### src/rtl/color_match_judge_if.sv
// ----------------------------------------------------------------------------
// color_match_judge_if : colour-set / landing bus between game side and judge
// Rev 1.0
// ----------------------------------------------------------------------------
`default_nettype none

interface color_match_judge_if #(
  parameter int SCORE_W = 8
);
  logic [11:0]        plats;
  logic [2:0]         ball_color;
  logic               land_valid;
  logic [1:0]         land_section;
  logic               start;
  logic               new_round;
  logic               ready;
  logic [2:0]         cur_ball;
  logic [11:0]        cur_plats;
  logic               hit;
  logic               miss;
  logic [SCORE_W-1:0] score;
  logic [3:0]         streak;
  logic [2:0]         lives;
  logic               game_over;

  modport master (
    output plats, ball_color, land_valid, land_section, start,
    input  new_round, ready, cur_ball, cur_plats, hit, miss,
           score, streak, lives, game_over
  );

  modport slave (
    input  plats, ball_color, land_valid, land_section, start,
    output new_round, ready, cur_ball, cur_plats, hit, miss,
           score, streak, lives, game_over
  );
endinterface

`default_nettype wire

### src/rtl/color_match_judge.sv
// ----------------------------------------------------------------------------
// color_match_judge : snapshots a colour set and judges each ball landing
// Rev 1.0
// ----------------------------------------------------------------------------
`default_nettype none

module color_match_judge #(
  parameter int SCORE_W       = 8,
  parameter int LIVES_INIT    = 3,
  parameter int SETTLE_CYCLES = 2
) (
  input  logic              clk,
  input  logic              resetn,
  color_match_judge_if.slave io_bus
);

  localparam logic [2:0] c_LOAD   = 3'd0;
  localparam logic [2:0] c_SETTLE = 3'd1;
  localparam logic [2:0] c_PLAY   = 3'd2;
  localparam logic [2:0] c_CHECK  = 3'd3;
  localparam logic [2:0] c_OVER   = 3'd4;

  localparam int                 c_CNT_W       = (SETTLE_CYCLES > 1) ? $clog2(SETTLE_CYCLES) : 1;
  localparam logic [c_CNT_W-1:0] c_SETTLE_LAST = c_CNT_W'(SETTLE_CYCLES - 1);
  localparam logic [2:0]         c_LIVES_INIT  = 3'(LIVES_INIT);
  localparam logic [3:0]         c_STREAK_MAX  = 4'hF;

  logic [2:0]         r_state;
  logic [2:0]         w_state_nxt;
  logic [c_CNT_W-1:0] r_cnt;
  logic [2:0]         r_cur_ball;
  logic [11:0]        r_cur_plats;
  logic [1:0]         r_sec;
  logic               r_hit;
  logic               r_miss;
  logic [SCORE_W-1:0] r_score;
  logic [3:0]         r_streak;
  logic [2:0]         r_lives;

  logic               w_settle_done;
  logic [2:0]         w_sel;
  logic               w_match;
  logic               w_new_round;
  logic               w_ready;
  logic               w_game_over;

  assign w_settle_done = (r_cnt == c_SETTLE_LAST);
  assign w_sel         = r_cur_plats[3*r_sec +: 3];
  // Colour 0 means "unset" and is never a match, even against a 0 section.
  assign w_match       = (w_sel == r_cur_ball) && (r_cur_ball != 3'd0);

  always_ff @(posedge clk) begin
    if (!resetn) begin
      r_state <= c_LOAD;
    end else begin
      r_state <= w_state_nxt;
    end
  end

  always_comb begin
    w_state_nxt = r_state;
    case (r_state)
      c_LOAD:   w_state_nxt = c_SETTLE;
      c_SETTLE: if (w_settle_done) w_state_nxt = c_PLAY;
      c_PLAY:   if (io_bus.land_valid) w_state_nxt = c_CHECK;
      c_CHECK: begin
        if (!w_match && (r_lives <= 3'd1)) begin
          w_state_nxt = c_OVER;
        end else begin
          w_state_nxt = c_LOAD;
        end
      end
      c_OVER:   if (io_bus.start) w_state_nxt = c_LOAD;
      default:  w_state_nxt = c_LOAD;
    endcase
  end

  // new_round is masked while reset is held so the LOAD pulse appears only after release.
  always_comb begin
    w_new_round = (r_state == c_LOAD) && resetn;
    w_ready     = (r_state == c_PLAY);
    w_game_over = (r_state == c_OVER);
  end

  always_ff @(posedge clk) begin
    if (!resetn) begin
      r_cnt       <= '0;
      r_cur_ball  <= 3'd0;
      r_cur_plats <= 12'd0;
      r_sec       <= 2'd0;
      r_hit       <= 1'b0;
      r_miss      <= 1'b0;
      r_score     <= '0;
      r_streak    <= 4'd0;
      r_lives     <= c_LIVES_INIT;
    end else begin
      r_hit  <= 1'b0;
      r_miss <= 1'b0;
      case (r_state)
        c_LOAD: r_cnt <= '0;
        c_SETTLE: begin
          r_cnt <= r_cnt + c_CNT_W'(1);
          if (w_settle_done) begin
            r_cur_ball  <= io_bus.ball_color;
            r_cur_plats <= io_bus.plats;
          end
        end
        c_PLAY: begin
          if (io_bus.land_valid) r_sec <= io_bus.land_section;
        end
        c_CHECK: begin
          if (w_match) begin
            r_hit <= 1'b1;
            if (r_score != {SCORE_W{1'b1}}) r_score <= r_score + SCORE_W'(1);
            if (r_streak != c_STREAK_MAX) r_streak <= r_streak + 4'd1;
          end else begin
            r_miss   <= 1'b1;
            r_streak <= 4'd0;
            if (r_lives != 3'd0) r_lives <= r_lives - 3'd1;
          end
        end
        c_OVER: begin
          if (io_bus.start) begin
            r_score  <= '0;
            r_streak <= 4'd0;
            r_lives  <= c_LIVES_INIT;
          end
        end
        default: r_cnt <= '0;
      endcase
    end
  end

  assign io_bus.new_round = w_new_round;
  assign io_bus.ready     = w_ready;
  assign io_bus.game_over = w_game_over;
  assign io_bus.cur_ball  = r_cur_ball;
  assign io_bus.cur_plats = r_cur_plats;
  assign io_bus.hit       = r_hit;
  assign io_bus.miss      = r_miss;
  assign io_bus.score     = r_score;
  assign io_bus.streak    = r_streak;
  assign io_bus.lives     = r_lives;

endmodule

`default_nettype wire
### src/flat_wrapper.sv
// flat-port wrapper written by rule: the top's interface ports become plain ports
module color_match_judge_flat 
#(
  parameter int SCORE_W       = 8,
  parameter int LIVES_INIT    = 3,
  parameter int SETTLE_CYCLES = 2
)
  (clk, resetn, io_bus_plats, io_bus_ball_color, io_bus_land_valid, io_bus_land_section, io_bus_start, io_bus_new_round, io_bus_ready, io_bus_cur_ball, io_bus_cur_plats, io_bus_hit, io_bus_miss, io_bus_score, io_bus_streak, io_bus_lives, io_bus_game_over);
  color_match_judge_if #(.SCORE_W(SCORE_W)) io_bus_i ();
  input  logic clk;
  input  logic resetn;
  input wire logic [$bits(io_bus_i.plats)-1:0] io_bus_plats;
  input wire logic [$bits(io_bus_i.ball_color)-1:0] io_bus_ball_color;
  input wire logic [$bits(io_bus_i.land_valid)-1:0] io_bus_land_valid;
  input wire logic [$bits(io_bus_i.land_section)-1:0] io_bus_land_section;
  input wire logic [$bits(io_bus_i.start)-1:0] io_bus_start;
  output wire logic [$bits(io_bus_i.new_round)-1:0] io_bus_new_round;
  output wire logic [$bits(io_bus_i.ready)-1:0] io_bus_ready;
  output wire logic [$bits(io_bus_i.cur_ball)-1:0] io_bus_cur_ball;
  output wire logic [$bits(io_bus_i.cur_plats)-1:0] io_bus_cur_plats;
  output wire logic [$bits(io_bus_i.hit)-1:0] io_bus_hit;
  output wire logic [$bits(io_bus_i.miss)-1:0] io_bus_miss;
  output wire logic [$bits(io_bus_i.score)-1:0] io_bus_score;
  output wire logic [$bits(io_bus_i.streak)-1:0] io_bus_streak;
  output wire logic [$bits(io_bus_i.lives)-1:0] io_bus_lives;
  output wire logic [$bits(io_bus_i.game_over)-1:0] io_bus_game_over;
  assign io_bus_i.plats = io_bus_plats;
  assign io_bus_i.ball_color = io_bus_ball_color;
  assign io_bus_i.land_valid = io_bus_land_valid;
  assign io_bus_i.land_section = io_bus_land_section;
  assign io_bus_i.start = io_bus_start;
  assign io_bus_new_round = io_bus_i.new_round;
  assign io_bus_ready = io_bus_i.ready;
  assign io_bus_cur_ball = io_bus_i.cur_ball;
  assign io_bus_cur_plats = io_bus_i.cur_plats;
  assign io_bus_hit = io_bus_i.hit;
  assign io_bus_miss = io_bus_i.miss;
  assign io_bus_score = io_bus_i.score;
  assign io_bus_streak = io_bus_i.streak;
  assign io_bus_lives = io_bus_i.lives;
  assign io_bus_game_over = io_bus_i.game_over;
  color_match_judge #(.SCORE_W(SCORE_W), .LIVES_INIT(LIVES_INIT), .SETTLE_CYCLES(SETTLE_CYCLES)) u_core (.clk(clk), .resetn(resetn), .io_bus(io_bus_i));
endmodule
### config.mk
export PLATFORM = sky130hd
export DESIGN_NAME = color_match_judge_flat
export DESIGN_NICKNAME = d
export VERILOG_FILES = /design/src/rtl/color_match_judge_if.sv /design/src/rtl/color_match_judge.sv /design/src/flat_wrapper.sv
export SDC_FILE = /design/constraint.sdc
export NUM_CORES = 1
export LEC_CHECK = 0
export BUFFER_PORTS_ARGS = -buffer_cell sky130_fd_sc_hd__buf_2
export CORE_UTILIZATION = 42
export CTS_CLUSTER_SIZE = 40
export DETAILED_ROUTE_END_ITERATION = 10
export GPL_ROUTABILITY_DRIVEN = 0
export PLACE_DENSITY = 0.74
export SYNTH_ARGS = -nofsm -noshare
export SYNTH_HDL_FRONTEND = slang
export SYNTH_SLANG_ARGS = --single-unit
### constraint.sdc
create_clock -name clk -period 2.8 [get_ports clk]
set_input_delay 0.14 -clock clk [delete_from_list [all_inputs] [get_ports clk]]
set_output_delay 0.14 -clock clk [all_outputs]
set_load 0.02 [all_outputs]
==> impl_results.md <==
* Status: complete, no violations
* Area Growth Syn to Fin at 21.9%
* Share of flip-flops with an asynchronous set or reset at 0%
* Pwr Total at 1060 uW
* WP data required at 3.02 ns
* Share of layout cells above drive strength 1 at 26.3%
* Core ar. at 4120 um2
* Cells resized by post-CTS repair at 0
* Max_slew headroom at 42.4%
* H-tree lvl count at 2
* Leading area contributor after synthesis: dfxtp_1
* Antenna-violating nets left at 0
* RSZ-0062 raised after global routing: false
* Pwr per Cell Area at 473 nW/um2
* Post-layout nets at 303
* GRT Residual Overflow at 0
* Vias per cell at 5.33
* Vert. Die Dim at 68.3 um
* Crit path kind: register to register
* Final WS setup at 0.263 ns
* Synth Warn # at 0
* Crit path cell chain: mux4_2 -> xnor2_2 -> nand4b_4 -> or4b_4 -> or3b_1 -> a21oi_1
* TritonCTS buffer count at 5
* Crit-path max cell delay at 0.57 ns
* DRT iter0 DRCs at 80
* VDD IR max at 283 uV
* Final Skew at 0.00621 ns
* Syn_nets at 250
* Via count at 1749
* Setup Fix Bufs, Post-CTS at 0
* Final slew viol count at 0
* First-pass GRT wire length at 6870 um
* Synth top area share at 41.2%
* Sequential element share of the synthesized area at 41.2%
* Setup_tns at 0 ns
* Clock transition at path regs at 0.08 ns
* CP Max Fanout at 8
* CP startpoint kind: register
* Root Buffer: clkbuf_8
* Slew @ Worst Pin at 0.861 ns
* Final min period at 2.54 ns
* Final period utilization at 90.6%
* Hold-fix buffers, CTS at 0
* Synth cell types at 43
* CP endpoint kind: register
* DR WL/cell at 12.9 um
* Placed cells at 320
* Clk Latency, worst-skew pair at 0.29 ns
* Slowest cell on crit path: mux4_2
* Crit path arrival time at 2.76 ns
* Clk sink count at 38
* Most frequent cell after synthesis: nand2_1
* Post-Synthesis Cells at 224
* Detailed Routing Iterations Pass 1 at 4
* Top_reg_cell synth: dfxtp_1
* Total GRT Usage at 19.7%
* Synth area leaders: dfxtp_1 (41%), nand2_1 (9.6%), a21oi_1 (7.6%), ha_1 (3.4%), mux2i_1 (2.7%)
* Pleak at 0.000982 uW
* Max Freq at 394 MHz
* Final Instance Count excl. Fillers at 328
* Antenna Cells at 0
* Pre-CTS WS at 0.256 ns
* Max Cap Violations at 0
* Post-synth EDFFs at 0
* Row count at 23
* Vias in the first global route at 1582
* I/O pin count at 56
* Mapped Area at 1840 um2
* # DRC at 0
* Most frequent cells after synthesis: nand2_1 (47), dfxtp_1 (38), a21oi_1 (28)
* Die area at 4660 um2
* Worst hold path type: input port to register
* Antenna violations before repair at 0
* CTS tree: yes
* Initial Util at 44.8%
* Die X at 68.3 um
* Final hold violation count at 0
* Largest net degree at the start of global routing at 24
* Mean post-synth cell area at 8.23 um2
* DP Wirelength at 3060 um
* CTS Buffer Depth at 2
* Synth Register Bits at 38
* Setup-failing EPs final at 0
* WL final at 4230 um
* Port bufs at 55
==> cell families (layout without fill, tap and decap cells) <==
group | after synthesis | in the layout | synth area share (%)
buffers and inverters | 21 | 75 | 4.27
adder cells (fa/ha/maj) | 5 | 5 | 3.39
XOR/XNOR | 3 | 3 | 2.24
AND/OR/NAND/NOR | 98 | 98 | 27.0
multiplexers | 9 | 9 | 6.38
flip-flops | 38 | 38 | 41.2
AO/OA/AOI/OAI | 50 | 50 | 15.5
==> state kept, by name, indices dropped and copies added, names as in the netlist <==
register                 count
u_core.io_bus.score          8
u_core.r_cnt                 1
u_core.r_sec                 2
u_core.io_bus.cur_ball       3
u_core.r_state               3
u_core.io_bus.streak         4
u_core.io_bus.lives          3
u_core.io_bus.cur_plats     12
u_core.io_bus.hit            1
u_core.io_bus.miss           1
==> power breakdown <==
part | internal (uW) | switching [uW]
logic | 42.2 | 61.9
clock network | 199 | 196
registers | 552 | 14.1
total | 793 | 272
==> area by class of cell <==
type                            count  area [um2]
Inverter                           11        41.3
Tap cell                           50        62.6
Clock buffer                        7        86.3
Sequential cell                    38         761
Timing Repair Buffer               56         283
Fill cell                         408        1870
Multi-Input combinational cell    165        1010
Clock inverter                      1        5.00
==> worst max-delay path, delay by kind of cell (launching register included) <==
kind,cells,cell delay [ns]
flops,1,0.45
compound gates,1,0.13
mux,1,0.57
xor+xnor,1,0.22
simple gates,3,1.10
==> per-layer routing <==
layer / part of all wire (%) / GRT usage, % / vias to the layer above
met4: 1.6 / 8.59 / 0
met3: 5.1 / 4.00 / 8
met1: 47 / 23.9 / 805
met2: 47 / 33.2 / 50
met5: 0 / 0 / -
li1: - / - / 886
==> final timing paths <==
check	from	endpoint	slack, ns	cells after the start
min	io_bus_plats[4]	u_core.io_bus.cur_plats[4]	0.08	3
max	u_core.r_sec[0]	u_core.io_bus.streak[2]	0.26	6
min reg2reg	u_core.io_bus.cur_plats[10]	u_core.io_bus.cur_plats[10]	0.47	2
max reg2reg	u_core.r_sec[0]	u_core.io_bus.streak[2]	0.26	6
==> placed cells by master, fill, tap and decap left out, types with 2 or more instances in the layout <==
| cell type | count |
|---|---|
| a21oi_1 | 28 |
| a31oi_1 | 2 |
| and3_1 | 2 |
| buf_2 | 55 |
| clkbuf_8 | 6 |
| dfxtp_1 | 38 |
| ha_1 | 5 |
| inv_1 | 9 |
| mux2_2 | 2 |
| mux2i_1 | 5 |
| mux4_2 | 2 |
| nand2_1 | 47 |
| nand2b_1 | 2 |
| nand3_1 | 7 |
| nand3b_1 | 3 |
| nand4_1 | 2 |
| nor2_1 | 13 |
| nor3_1 | 4 |
| o21ai_0 | 2 |
| o21ai_1 | 6 |
| o21bai_1 | 2 |
| o22ai_1 | 2 |
| o31ai_1 | 3 |
| or3_1 | 5 |
| or4_1 | 3 |
| xnor2_2 | 2 |
==> through the flow <==
step                hold slack (ns)  instance area (um2)  util, %
finish                       0.0753                 2250     54.6
floorplan                     0.276                 1840        -
global route                 0.0837                 2250     54.6
detailed placement            0.384                 2160     52.4
CTS                          0.0731                 2250     54.6
global placement              0.381                 2160     52.4
(Power assumes the default switching activity.)
